--- config.mk ---
export PLATFORM = sky130hd
export DESIGN_NAME = uart_rx
export DESIGN_NICKNAME = d
export VERILOG_FILES = /design/src/rtl/uart_pkg.sv /design/src/rtl/uart_sync2.sv /design/src/rtl/uart_rx.sv
export SDC_FILE = /design/constraint.sdc
export NUM_CORES = 1
export LEC_CHECK = 0
export ABC_AREA = 1
export CAP_MARGIN = 15
export CORE_UTILIZATION = 40
export DETAILED_ROUTE_END_ITERATION = 8
export PLACE_DENSITY = 0.61
export SLEW_MARGIN = 10
export SYNTH_ARGS = -nofsm -noshare
export SYNTH_HDL_FRONTEND = slang
export SYNTH_SLANG_ARGS = --single-unit
--- constraint.sdc ---
create_clock -name clk -period 1.9 [get_ports clk]
set_input_delay 0.19 -clock clk [delete_from_list [all_inputs] [get_ports clk]]
set_output_delay 0.19 -clock clk [all_outputs]
set_load 0.005 [all_outputs]
--- src/rtl/uart_pkg.sv ---
// uart_pkg: shared UART constants, rx state encodings and baud divisor helper
`timescale 1ns/1ps
package uart_pkg;
  localparam int DATA_BITS = 8;
  localparam logic [2:0] S_IDLE  = 3'd0;
  localparam logic [2:0] S_START = 3'd1;
  localparam logic [2:0] S_DATA  = 3'd2;
  localparam logic [2:0] S_STOP  = 3'd3;
  localparam logic [2:0] S_BREAK = 3'd4;
  function automatic int clks_per_bit(input int clk_freq, input int baud);
    return clk_freq / baud;
  endfunction
endpackage

--- src/rtl/uart_sync2.sv ---
// uart_sync2: two-flop synchroniser with a caller-chosen reset value
`timescale 1ns/1ps
module uart_sync2 #(
  parameter int W = 1
) (
  input  logic         clk,
  input  logic         rst_n,
  input  logic [W-1:0] rst_val,
  input  logic [W-1:0] d,
  output logic [W-1:0] q
);
  logic [W-1:0] meta;
  // metastability filter: d -> meta -> q
  always_ff @(posedge clk or negedge rst_n) begin
    if (!rst_n) begin
      meta <= rst_val;
      q    <= rst_val;
    end else begin
      meta <= d;
      q    <= meta;
    end
  end
endmodule

--- src/rtl/uart_rx.sv ---
// uart_rx: 8N1 UART receiver with mid-bit sampling and a one-entry valid/ready output
`timescale 1ns/1ps
module uart_rx
  import uart_pkg::*;
#(
  parameter int CLK_FREQ = 10000000,
  parameter int BAUDRATE = 115200
) (
  input  logic                 clk,
  input  logic                 rst_n,
  input  logic                 rx_in,
  output logic [DATA_BITS-1:0] rx_data,
  output logic                 rx_valid,
  input  logic                 rx_ready,
  output logic                 frame_err,
  output logic                 overrun,
  output logic                 busy
);
  localparam int CLKS_PER_BIT = clks_per_bit(CLK_FREQ, BAUDRATE);
  localparam int HALF_BIT     = CLKS_PER_BIT / 2;
  localparam int CW           = $clog2(CLKS_PER_BIT);
  logic                 rx_s;
  logic [2:0]           state;
  logic [CW-1:0]        clk_cnt;
  logic [2:0]           bit_idx;
  logic [DATA_BITS-1:0] shreg;
  logic                 done;
  logic                 half_tc;
  logic                 bit_tc;
  uart_sync2 #(.W(1)) u_sync (
    .clk     (clk),
    .rst_n   (rst_n),
    .rst_val (1'b1),
    .d       (rx_in),
    .q       (rx_s)
  );
  assign half_tc = clk_cnt == CW'(HALF_BIT - 1);
  assign bit_tc  = clk_cnt == CW'(CLKS_PER_BIT - 1);
  assign busy    = state != S_IDLE;
  // frame FSM: qualify start at half bit, then sample each bit one full period later
  always_ff @(posedge clk or negedge rst_n) begin
    if (!rst_n) begin
      state     <= S_IDLE;
      clk_cnt   <= '0;
      bit_idx   <= '0;
      shreg     <= '0;
      done      <= 1'b0;
      frame_err <= 1'b0;
    end else begin
      done      <= 1'b0;
      frame_err <= 1'b0;
      case (state)
        S_IDLE: begin
          clk_cnt <= '0;
          state   <= rx_s ? S_IDLE : S_START;
        end
        S_START: begin
          clk_cnt <= half_tc ? '0 : clk_cnt + CW'(1);
          bit_idx <= '0;
          state   <= !half_tc ? S_START : rx_s ? S_IDLE : S_DATA;
        end
        S_DATA: begin
          clk_cnt <= bit_tc ? '0 : clk_cnt + CW'(1);
          if (bit_tc) begin
            shreg[bit_idx] <= rx_s;
            bit_idx        <= bit_idx + 3'd1;
            state          <= bit_idx == 3'd7 ? S_STOP : S_DATA;
          end
        end
        S_STOP: begin
          clk_cnt <= bit_tc ? '0 : clk_cnt + CW'(1);
          if (bit_tc) begin
            done      <= rx_s;
            frame_err <= !rx_s;
            state     <= rx_s ? S_IDLE : S_BREAK;
          end
        end
        S_BREAK: state <= rx_s ? S_IDLE : S_BREAK;
        default: state <= S_IDLE;
      endcase
    end
  end
  // output register: load on completion unless a held byte is not being taken
  always_ff @(posedge clk or negedge rst_n) begin
    if (!rst_n) begin
      rx_data  <= '0;
      rx_valid <= 1'b0;
      overrun  <= 1'b0;
    end else begin
      overrun <= done && rx_valid && !rx_ready;
      if (done && (!rx_valid || rx_ready)) begin
        rx_data  <= shreg;
        rx_valid <= 1'b1;
      end else if (!done && rx_valid && rx_ready) begin
        rx_valid <= 1'b0;
      end
    end
  end
endmodule

# Yosys cells after proc, flatten, opt, wreduce, memory -nomap -nowiden
# Index checks and enable logic that the tools add are counted.
# W data, S select, Z words.
[word_totals] ff_bits=35 input_bits=4 elab_cells=66
[op_classes] addsub=2 n_lt_le_gt_ge=2 n_eq_ne=9 mux=22 n_reduce_logical=20
[ops] cell="$pmux W7 S3" count=1
[ops] cell="$pmux W3 S5" count=1
[ops] cell="$mux W7" count=2
[ops] cell="$mux W3" count=4
[ops] cell="$mux W1" count=9
[ops] cell="$bwmux W8" count=1
[ops] cell="$add A7 B1 Y7 const B" count=1
[ops] cell="$eq A7 B6 Y1 const B" count=1
[ops] cell="$eq A7 B7 Y1 const B" count=1
[ops] cell="$eq A3 B2 Y1 const B" count=2
[ops] cell="$eq A3 B3 Y1 const B" count=2
[ops] cell="$logic_and A1 B1 Y1" count=6
[ops] cell="$pmux W3 S2" count=1
[ops] cell="$reduce_and A2 Y1" count=3
[ops] cell="$reduce_bool A3 Y1" count=2
[ops] cell="$logic_not A1 Y1" count=4
[ops] cell="$lt A3 B4 Y1 const B" count=1
[ops] cell="$mux W2" count=2
[ops] cell="$ne A2 B2 Y1 const B" count=2
[ops] cell="$reduce_bool A2 Y1" count=2
[ops] cell="$add A3 B1 Y3 const B" count=1
[ops] cell="$demux W1 S3" count=1
[ops] cell="$eq A3 B1 Y1 const B" count=1
[ops] cell="$ge A3 B1 Y1 const B" count=1
[ops] cell="other kinds (3)" count=3

# Logic depth before layout (Yosys ltp)
# Gate-level depths: netlist of run 1.
[depth] word_depth=5 mapped_depth=9 depth_no_buf=9

# Least setup slack after synthesis of run 1
# Ideal clock, no wire load.
[synth_timing] path_type="reg2reg" from="register clk_cnt[1]" to="register clk_cnt[2]" t_arrival_ns=1.192 path_slack_ns=0.588 path_stages_with_launch=10 path_buffers=0 path_cell_list="dfrtp_1 inv_1 ha_1 nand2_1 nor2_2 nand2_2 nand2_2 nand2_2 nor2_2 nor2_1"
[synth_between] elab_chain_len=3 elab_cells_between_ends=6 cone_classes="add/sub: 1; eq/ne: 2; mux: 3"
[synth_lines] item="from (decl)" line_no="uart_rx.sv:24" rtl="logic [CW-1:0] clk_cnt;"
[synth_lines] item="from (signal assigned)" line_no="uart_rx.sv:58" rtl="clk_cnt <= half_tc ? '0 : clk_cnt + CW'(1);"
[synth_lines] item="from (signal assigned)" line_no="uart_rx.sv:63" rtl="clk_cnt <= bit_tc ? '0 : clk_cnt + CW'(1);"
[synth_lines] item="from (signal assigned)" line_no="uart_rx.sv:71" rtl="clk_cnt <= bit_tc ? '0 : clk_cnt + CW'(1);"
[synth_lines] item="$add A7 B1 Y7 (tied with other cells)" line_no="uart_rx.sv:58, uart_rx.sv:63, uart_rx.sv:71"
[synth_lines] item="$mux W7, on equally long branches" line_no="uart_rx.sv:63, uart_rx.sv:71, uart_rx.sv:58"
[synth_lines] item="$pmux W7 S3 *" line_no="uart_rx.sv:52" rtl="case (state)"
# Mark *: on every way between the ends. The rest lies on a longest branch, timed or not.
# A chain may end at the register's enable or synchronous reset.

# Final worst setup path of run 1
[layout_timing] from="register state[2]" to="output busy"
[layout_between] elab_chain_len=1
[layout_lines] item="from (decl)" line_no="uart_rx.sv:23" rtl="logic [2:0] state;"
[layout_lines] item="from (signal assigned)" line_no="uart_rx.sv:55" rtl="state <= rx_s ? S_IDLE : S_START;"
[layout_lines] item="from (signal assigned)" line_no="uart_rx.sv:60" rtl="state <= !half_tc ? S_START : rx_s ? S_IDLE : S_DATA;"
[layout_lines] item="from (signal assigned)" line_no="uart_rx.sv:67" rtl="state <= bit_idx == 3'd7 ? S_STOP : S_DATA;"
[layout_lines] item="$reduce_bool A3 Y1" line_no="uart_rx.sv:39" rtl="assign busy = state != S_IDLE;"
[layout_lines] item="to (decl)" line_no="uart_rx.sv:17" rtl="output logic busy"
# Every way passes these cells.

==> results.txt, run 1 <==
----------------------------------------------------
[Run status]
  Outcome ... finished clean

[Timing]
  Transition time at the pin with the least slew margin ... 0.446 ns
  Max Clock Freq ... 0.615 GHz
  Hold violation total from the final report ... 0
  Clock skew after layout ... 0.00397 ns
  Final Max Tran Viols ... 0
  Post-route worst hold slack ... 0.309 ns
  Crit share post-route ... 85.5%
  Setup repair after global routing missed its margin ... false
  Final setup TNS ... 0 ns
  Count of endpoints failing setup in the final report ... 0
  Minimum clock period ... 1.63 ns
  Worst max-slew margin expressed relative to the limit ... 70.3%
  Worst path setup slack after routing ... 0.275 ns

[Worst setup path]
  CP startpoint kind ... flip-flop
  CP startpoint ... state[2]
  Critical path capture point type ... output port
  Reg-to-Reg End ... clk_cnt[2]
  Required time at the worst-slack endpoint ... 1.71 ns
  Data arrival time at the worst-slack endpoint ... 1.44 ns
  Worst reg-to-reg path cell count ... 9
  Launching point of the worst reg2reg path ... clk_cnt[1]
  Critical path type ... reg -> out
  Max FO, Critical Path ... 7
  Destination of the critical timing path ... busy
  Internal reg-to-reg setup slack ... 0.41 ns

[Layout]
  Fraction of layout cells with a size suffix above 1 ... 13.6%
  Multi-input combinational cell area ... 696 µm²
  Commonest non-fill, non-tap cell in the layout ... sky130_fd_sc_hd__nand2_1
  Net count of the finished layout ... 222
  Top library cells by usage in the layout, fill and taps aside ... sky130_fd_sc_hd__nand2_1, sky130_fd_sc_hd__dfrtp_1, sky130_fd_sc_hd__nor2_1, sky130_fd_sc_hd__inv_1, sky130_fd_sc_hd__clkdlybuf4s50_1
  FF/Latch Area ... 878 µm²
  Core Util, Final ... 48.9%
  Layout-stage area growth over the synthesis result ... 17.1%
  N_diodes ... 0
  Fillers ... 405

[Clocking]
  Clk root buf ... sky130_fd_sc_hd__clkbuf_8
  Clock insertion delay at the later pin of the skew report ... 0.28 ns
  TritonCTS clock tree ... yes
  CTS Buf Count ... 5
  Reg clk slew, reported paths ... 0.07 ns
  # resized after CTS ... 0
  Clock sinks ... 35
  Number of buffers inserted by hold repair at cts ... 0
  Maximum count of clock buffers along a single path ... 2
  CTS HTree Levels ... 2
  Post-CTS setup-driven buffer insertion count ... 0

[Floorplan]
  Die Width ... 66.6 µm
  Effective utilization at floorplan ... 41.7%
  Area of the die ... 4430 µm²
  Die Y-Extent ... 66.6 µm
  Placement Rows ... 23
  Boundary Pins ... 16
  Area of the core ... 4000 µm²

[GRT]
  First-pass GRT wire length ... 4950 µm
  Overall global routing resource usage ... 15.3%
  Sum of overflow across all layers after global routing ... 0
  Number of antenna violations at the first check in global routing ... 0
  Pin count of the biggest net entering global routing ... 36
  Vias in the first global route ... 1131

[Placed design]
  Placed wire-length estimate after detailed placement ... 2020 µm
  Number of I/O port buffers ... 15
  Pre-CTS worst setup slack ... 0.388 ns
  Placer Congestion ... 0.765

[Synthesis]
  Average cell area after synthesis ... 8.69 µm²
  Cell variety after synth ... 23
  Share of the synthesized area in the top cell type ... 49.5%
  Post-synthesis cell area ... 1670 µm²
  Number of nets in the synthesized netlist ... 201
  Portion of the post-synthesis area used by sequential elements ... 52.6%
  Leading post-synthesis cells by cell area ... sky130_fd_sc_hd__dfrtp_1, sky130_fd_sc_hd__nand2_1, sky130_fd_sc_hd__nor2_1
  Post-synthesis instance total ... 192
  Leading area contributor after synthesis ... sky130_fd_sc_hd__dfrtp_1
  Total of flip-flops plus latches after synthesis ... 35
  Count of warnings emitted by yosys ... 0

[Route]
  Number of nets with antenna violations after detailed routing ... 0
  DRC violations left ... 0
  Wire length per cell after detailed routing ... 11.0 µm
  Vias per cell ... 4.61
  Initial detailed-routing violation count ... 79
  First-pass DRT Iterations ... 4
  Routed WL ... 2900 µm
  Total vias in the final route ... 1216

[Pwr]
  Cell Pwr Density ... 765 nW/µm²
  VDD IR max ... 0.359 mV
  Leak ... 0.987 nW
  Power consumption ... 1.49 mW

[Job]
  Max_cap viols ... 0

[Worst hold path]
  Min-delay worst type ... in -> reg

----------------------------------------------------
[cells by family (layout without fill, tap and decap cells)]
logic type	count (synthesis)	count (layout)	synth area share [%]
xor+xnor	3	3	1.57
fa+ha+maj	5	5	3.75
compound gates	8	8	2.77
mux	8	8	5.40
flops	35	35	52.6
buf+inv	22	44	5.70
simple gates	111	111	28.2
[report_power, final]
group | switching, mW | total [mW] | internal [mW]
clock network | 0.262 | 0.518 | 0.256
registers | 0.0393 | 0.817 | 0.777
logic | 0.0993 | 0.160 | 0.0608
total | 0.401 | 1.49 | 1.09
[cells in the mapped netlist (all sizes together)]
library cell  instances
nor2                 32
buf                   2
a21oi                 1
xor2                  3
nand3                13
o21bai                1
nor3                  1
nand2                64
o22ai                 1
o21ai                 4
o211ai                1
ha                    5
dfstp                 2
inv                  20
mux2                  8
nand4                 1
dfrtp                33
[per-layer routing]
layer | vias up | global-route usage, % | share of wire, %
met4 | 0 | 5.59 | 0.76
met5 | - | 0 | 0
met2 | 20 | 21.6 | 41
met3 | 2 | 5.14 | 3.5
met1 | 554 | 21.6 | 55
li1 | 640 | - | -
[cell type report]
cell class	count	share of cell area, %
Clock buffer	6	3.71
Timing Repair Buffer	16	8.07
Multi-Input combinational cell	135	35.6
Inverter	20	3.84
Sequential cell	35	44.9
Tap cell	50	3.20
Clock inverter	2	0.640
[sequential cells by signal (all words and copies together), names as in the netlist]
| name | flops |
|---|---|
| rx_valid | 1 |
| clk_cnt | 7 |
| u_sync.q | 1 |
| rx_data | 8 |
| u_sync.meta | 1 |
| bit_idx | 3 |
| shreg | 8 |
| overrun | 1 |
| state | 3 |
| frame_err | 1 |
| done | 1 |
[per-stage QoR]
stage | area [µm²] | cells
after floorplan | 1670 | 192
after global placement | 1870 | 256
after detailed placement | 1870 | 256
after CTS | 1950 | 264
after global routing | 1950 | 264
final | 1950 | 264
[worst min path at each step]
| stage | cells after the start | startpoint | to |
|---|---|---|---|
| floorplan | 0 | rst_n | bit_idx[0] |
| global placement | 0 | u_sync.meta | u_sync.q |
| detailed placement | 0 | u_sync.meta | u_sync.q |
| CTS | 1 | rx_in | u_sync.meta |
| global route | 1 | rx_in | u_sync.meta |
| finish | 1 | rx_in | u_sync.meta |
[critical path, cell delays in order, from the launching register on]
cell and delay (ns):
sky130_fd_sc_hd__dfrtp_1 0.44, sky130_fd_sc_hd__inv_2 0.11, sky130_fd_sc_hd__nand2_1 0.10, sky130_fd_sc_hd__clkdlybuf4s50_1 0.50
Note: power is estimated with default switching activity, not from simulation.
==> run 2, diff against run 1 <==
Settings changed: CORE_UTILIZATION 40 to 56, PLACE_DENSITY 0.61 to 0.8, TNS_END_PERCENT set to 10.
==> results.txt, run 2 (synthesized netlist as in run 1, its figures left out) <==
----------------------------------------------------
[Run status]
  Outcome ... finished clean

[Route]
  Number of nets with antenna violations after detailed routing ... 0
  DRC violations left ... 0
  First-pass DRT Iterations ... 4
  Routed WL ... 2950 µm
  Initial detailed-routing violation count ... 52
  Wire length per cell after detailed routing ... 12.0 µm
  Total vias in the final route ... 1287
  Vias per cell ... 5.25

[Layout]
  Layout-stage area growth over the synthesis result ... 15.7%
  Fraction of layout cells with a size suffix above 1 ... 14.0%
  N_diodes ... 0
  Top library cells by usage in the layout, fill and taps aside ... sky130_fd_sc_hd__nand2_1, sky130_fd_sc_hd__dfrtp_1, sky130_fd_sc_hd__nor2_1, sky130_fd_sc_hd__inv_1, sky130_fd_sc_hd__clkdlybuf4s50_1
  Net count of the finished layout ... 222
  Registers with the most flip-flops ... rx_data (8), shreg (8), clk_cnt (7)
  Commonest non-fill, non-tap cell in the layout ... sky130_fd_sc_hd__nand2_1

[Timing]
  Setup repair after global routing missed its margin ... false
  Max Clock Freq ... 0.589 GHz
  Final setup TNS ... 0 ns
  Minimum clock period ... 1.70 ns
  Hold violation total from the final report ... 0
  Clock skew after layout ... 0.0116 ns
  Worst max-slew margin expressed relative to the limit ... 72.0%
  Transition time at the pin with the least slew margin ... 0.420 ns
  Final Max Tran Viols ... 0
  Count of endpoints failing setup in the final report ... 0
  Post-route worst hold slack ... 0.256 ns
  Crit share post-route ... 89.3%

[Floorplan]
  Effective utilization at floorplan ... 60.0%
  Area of the die ... 3200 µm²
  Boundary Pins ... 16
  Area of the core ... 2780 µm²
  Placement Rows ... 19
  Die Y-Extent ... 56.6 µm
  Die Width ... 56.6 µm

[Clocking]
  Maximum count of clock buffers along a single path ... 2
  Reg clk slew, reported paths ... 0.11 ns
  Clock sinks ... 35
  Post-CTS setup-driven buffer insertion count ... 0
  TritonCTS clock tree ... yes
  CTS Buf Count ... 5
  CTS HTree Levels ... 2
  Clock insertion delay at the later pin of the skew report ... 0.34 ns
  # resized after CTS ... 0
  Clk root buf ... sky130_fd_sc_hd__clkbuf_4
  Number of buffers inserted by hold repair at cts ... 0

[Worst setup path]
  Launching point of the worst reg2reg path ... clk_cnt[1]
  Reg-to-Reg End ... shreg[1]
  CP startpoint kind ... flip-flop
  Internal reg-to-reg setup slack ... 0.37 ns
  Max FO, Critical Path ... 7
  Max incr delay on CP ... 0.51 ns
  Cells along the critical path ... inv_2 > nand2_1 > clkdlybuf4s50_1
  Critical path capture point type ... output port
  Required time at the worst-slack endpoint ... 1.71 ns
  Critical path type ... reg -> out
  Data arrival time at the worst-slack endpoint ... 1.51 ns
  Max stage delay cell, worst path ... sky130_fd_sc_hd__clkdlybuf4s50_1
  Worst reg-to-reg path cell count ... 9

[Placed design]
  Placed wire-length estimate after detailed placement ... 2130 µm
  Number of I/O port buffers ... 15
  Placer Congestion ... 0.817

[Pwr]
  Cell Pwr Density ... 792 nW/µm²
  Seq pwr share ... 53.4%
  Cell-internal power ... 1.15 mW
  Clock share of power ... 36.0%
  VDD IR max ... 1.02 mV
  Switching share of total power ... 25.0%
  Switching power total ... 0.382 mW
  Leak ... 0.994 nW
  Logic pwr share ... 10.7%
  Power consumption ... 1.53 mW

[GRT]
  Number of antenna violations at the first check in global routing ... 0
  Vias in the first global route ... 1208
  Pin count of the biggest net entering global routing ... 36
  Sum of overflow across all layers after global routing ... 0
  First-pass GRT wire length ... 5180 µm
  Overall global routing resource usage ... 21.9%

[Worst hold path]
  Min-delay worst type ... in -> async

[Job]
  Max_cap viols ... 0

----------------------------------------------------
run 2: cell count changes in the layout (fill, tap and decap cells not counted):
| cell | delta |
|---|---|
| sky130_fd_sc_hd__clkinvlp_4 | -1 |
| sky130_fd_sc_hd__clkbuf_4 | +5 |
| sky130_fd_sc_hd__bufinv_16 | +1 |
| sky130_fd_sc_hd__clkbuf_8 | -4 |
| sky130_fd_sc_hd__clkbuf_1 | -1 |
run 2: critical path: cells and delay by family (launching register included):
kind / cells / cell delay (ns)
flip-flops: 1 / 0.45
buffers and inverters: 2 / 0.62
AND/OR/NAND/NOR: 1 / 0.10
run 2: power groups by stage:
stage | clock network, mW | logic (mW) | registers [mW]
3_5_place_dp | 0 | 0.164 | 0.830
4_1_cts | 0.564 | 0.165 | 0.816
3_3_place_gp | 0 | 0.152 | 0.827
5_1_grt | 0.597 | 0.190 | 0.823
2_1_floorplan | 0 | 0.120 | 0.820
6_report | 0.550 | 0.164 | 0.817
run 2: layer usage:
metal / track usage, % / vias up / share of wire (%)
met5: 0 / - / 0
met4: 10.8 / 0 / 1.9
met3: 7.83 / 6 / 4.9
met2: 34.1 / 30 / 49
met1: 26.8 / 610 / 44
li1: - / 641 / -
run 2: stage by stage:
| stage | cell area, µm² | utilization [%] | std cells | setup WS [ns] |
|---|---|---|---|---|
| after global routing | 1930 | 69.5 | 245 | 0.0971 |
| final | 1930 | 69.5 | 245 | 0.203 |
| after detailed placement | 1850 | 66.4 | 237 | 0.366 |
| after floorplan | 1670 | - | 192 | 0.588 |
| after global placement | 1850 | 66.4 | 237 | 0.421 |
| after CTS | 1930 | 69.5 | 245 | 0.188 |
run 2: area by class of cell:
type                            count  area, µm²
Clock buffer                        6       51.3
Clock inverter                      2       35.0
Fill cell                         215        850
Inverter                           20       75.1
Multi-Input combinational cell    135        696
Sequential cell                    35        878
Tap cell                           31       38.8
Timing Repair Buffer               16        158
run 2: worst max-delay path by stage:
stage | startpoint | endpoint | slack, ns | cells after the start
2_1_floorplan | clk_cnt[1] | clk_cnt[2] | 0.59 | 9
3_3_place_gp | rx_ready | rx_data[3] | 0.42 | 5
3_5_place_dp | rx_ready | rx_data[6] | 0.37 | 5
4_1_cts | state[2] | busy | 0.19 | 3
5_1_grt | state[2] | busy | 0.1 | 3
6_report | state[2] | busy | 0.20 | 3
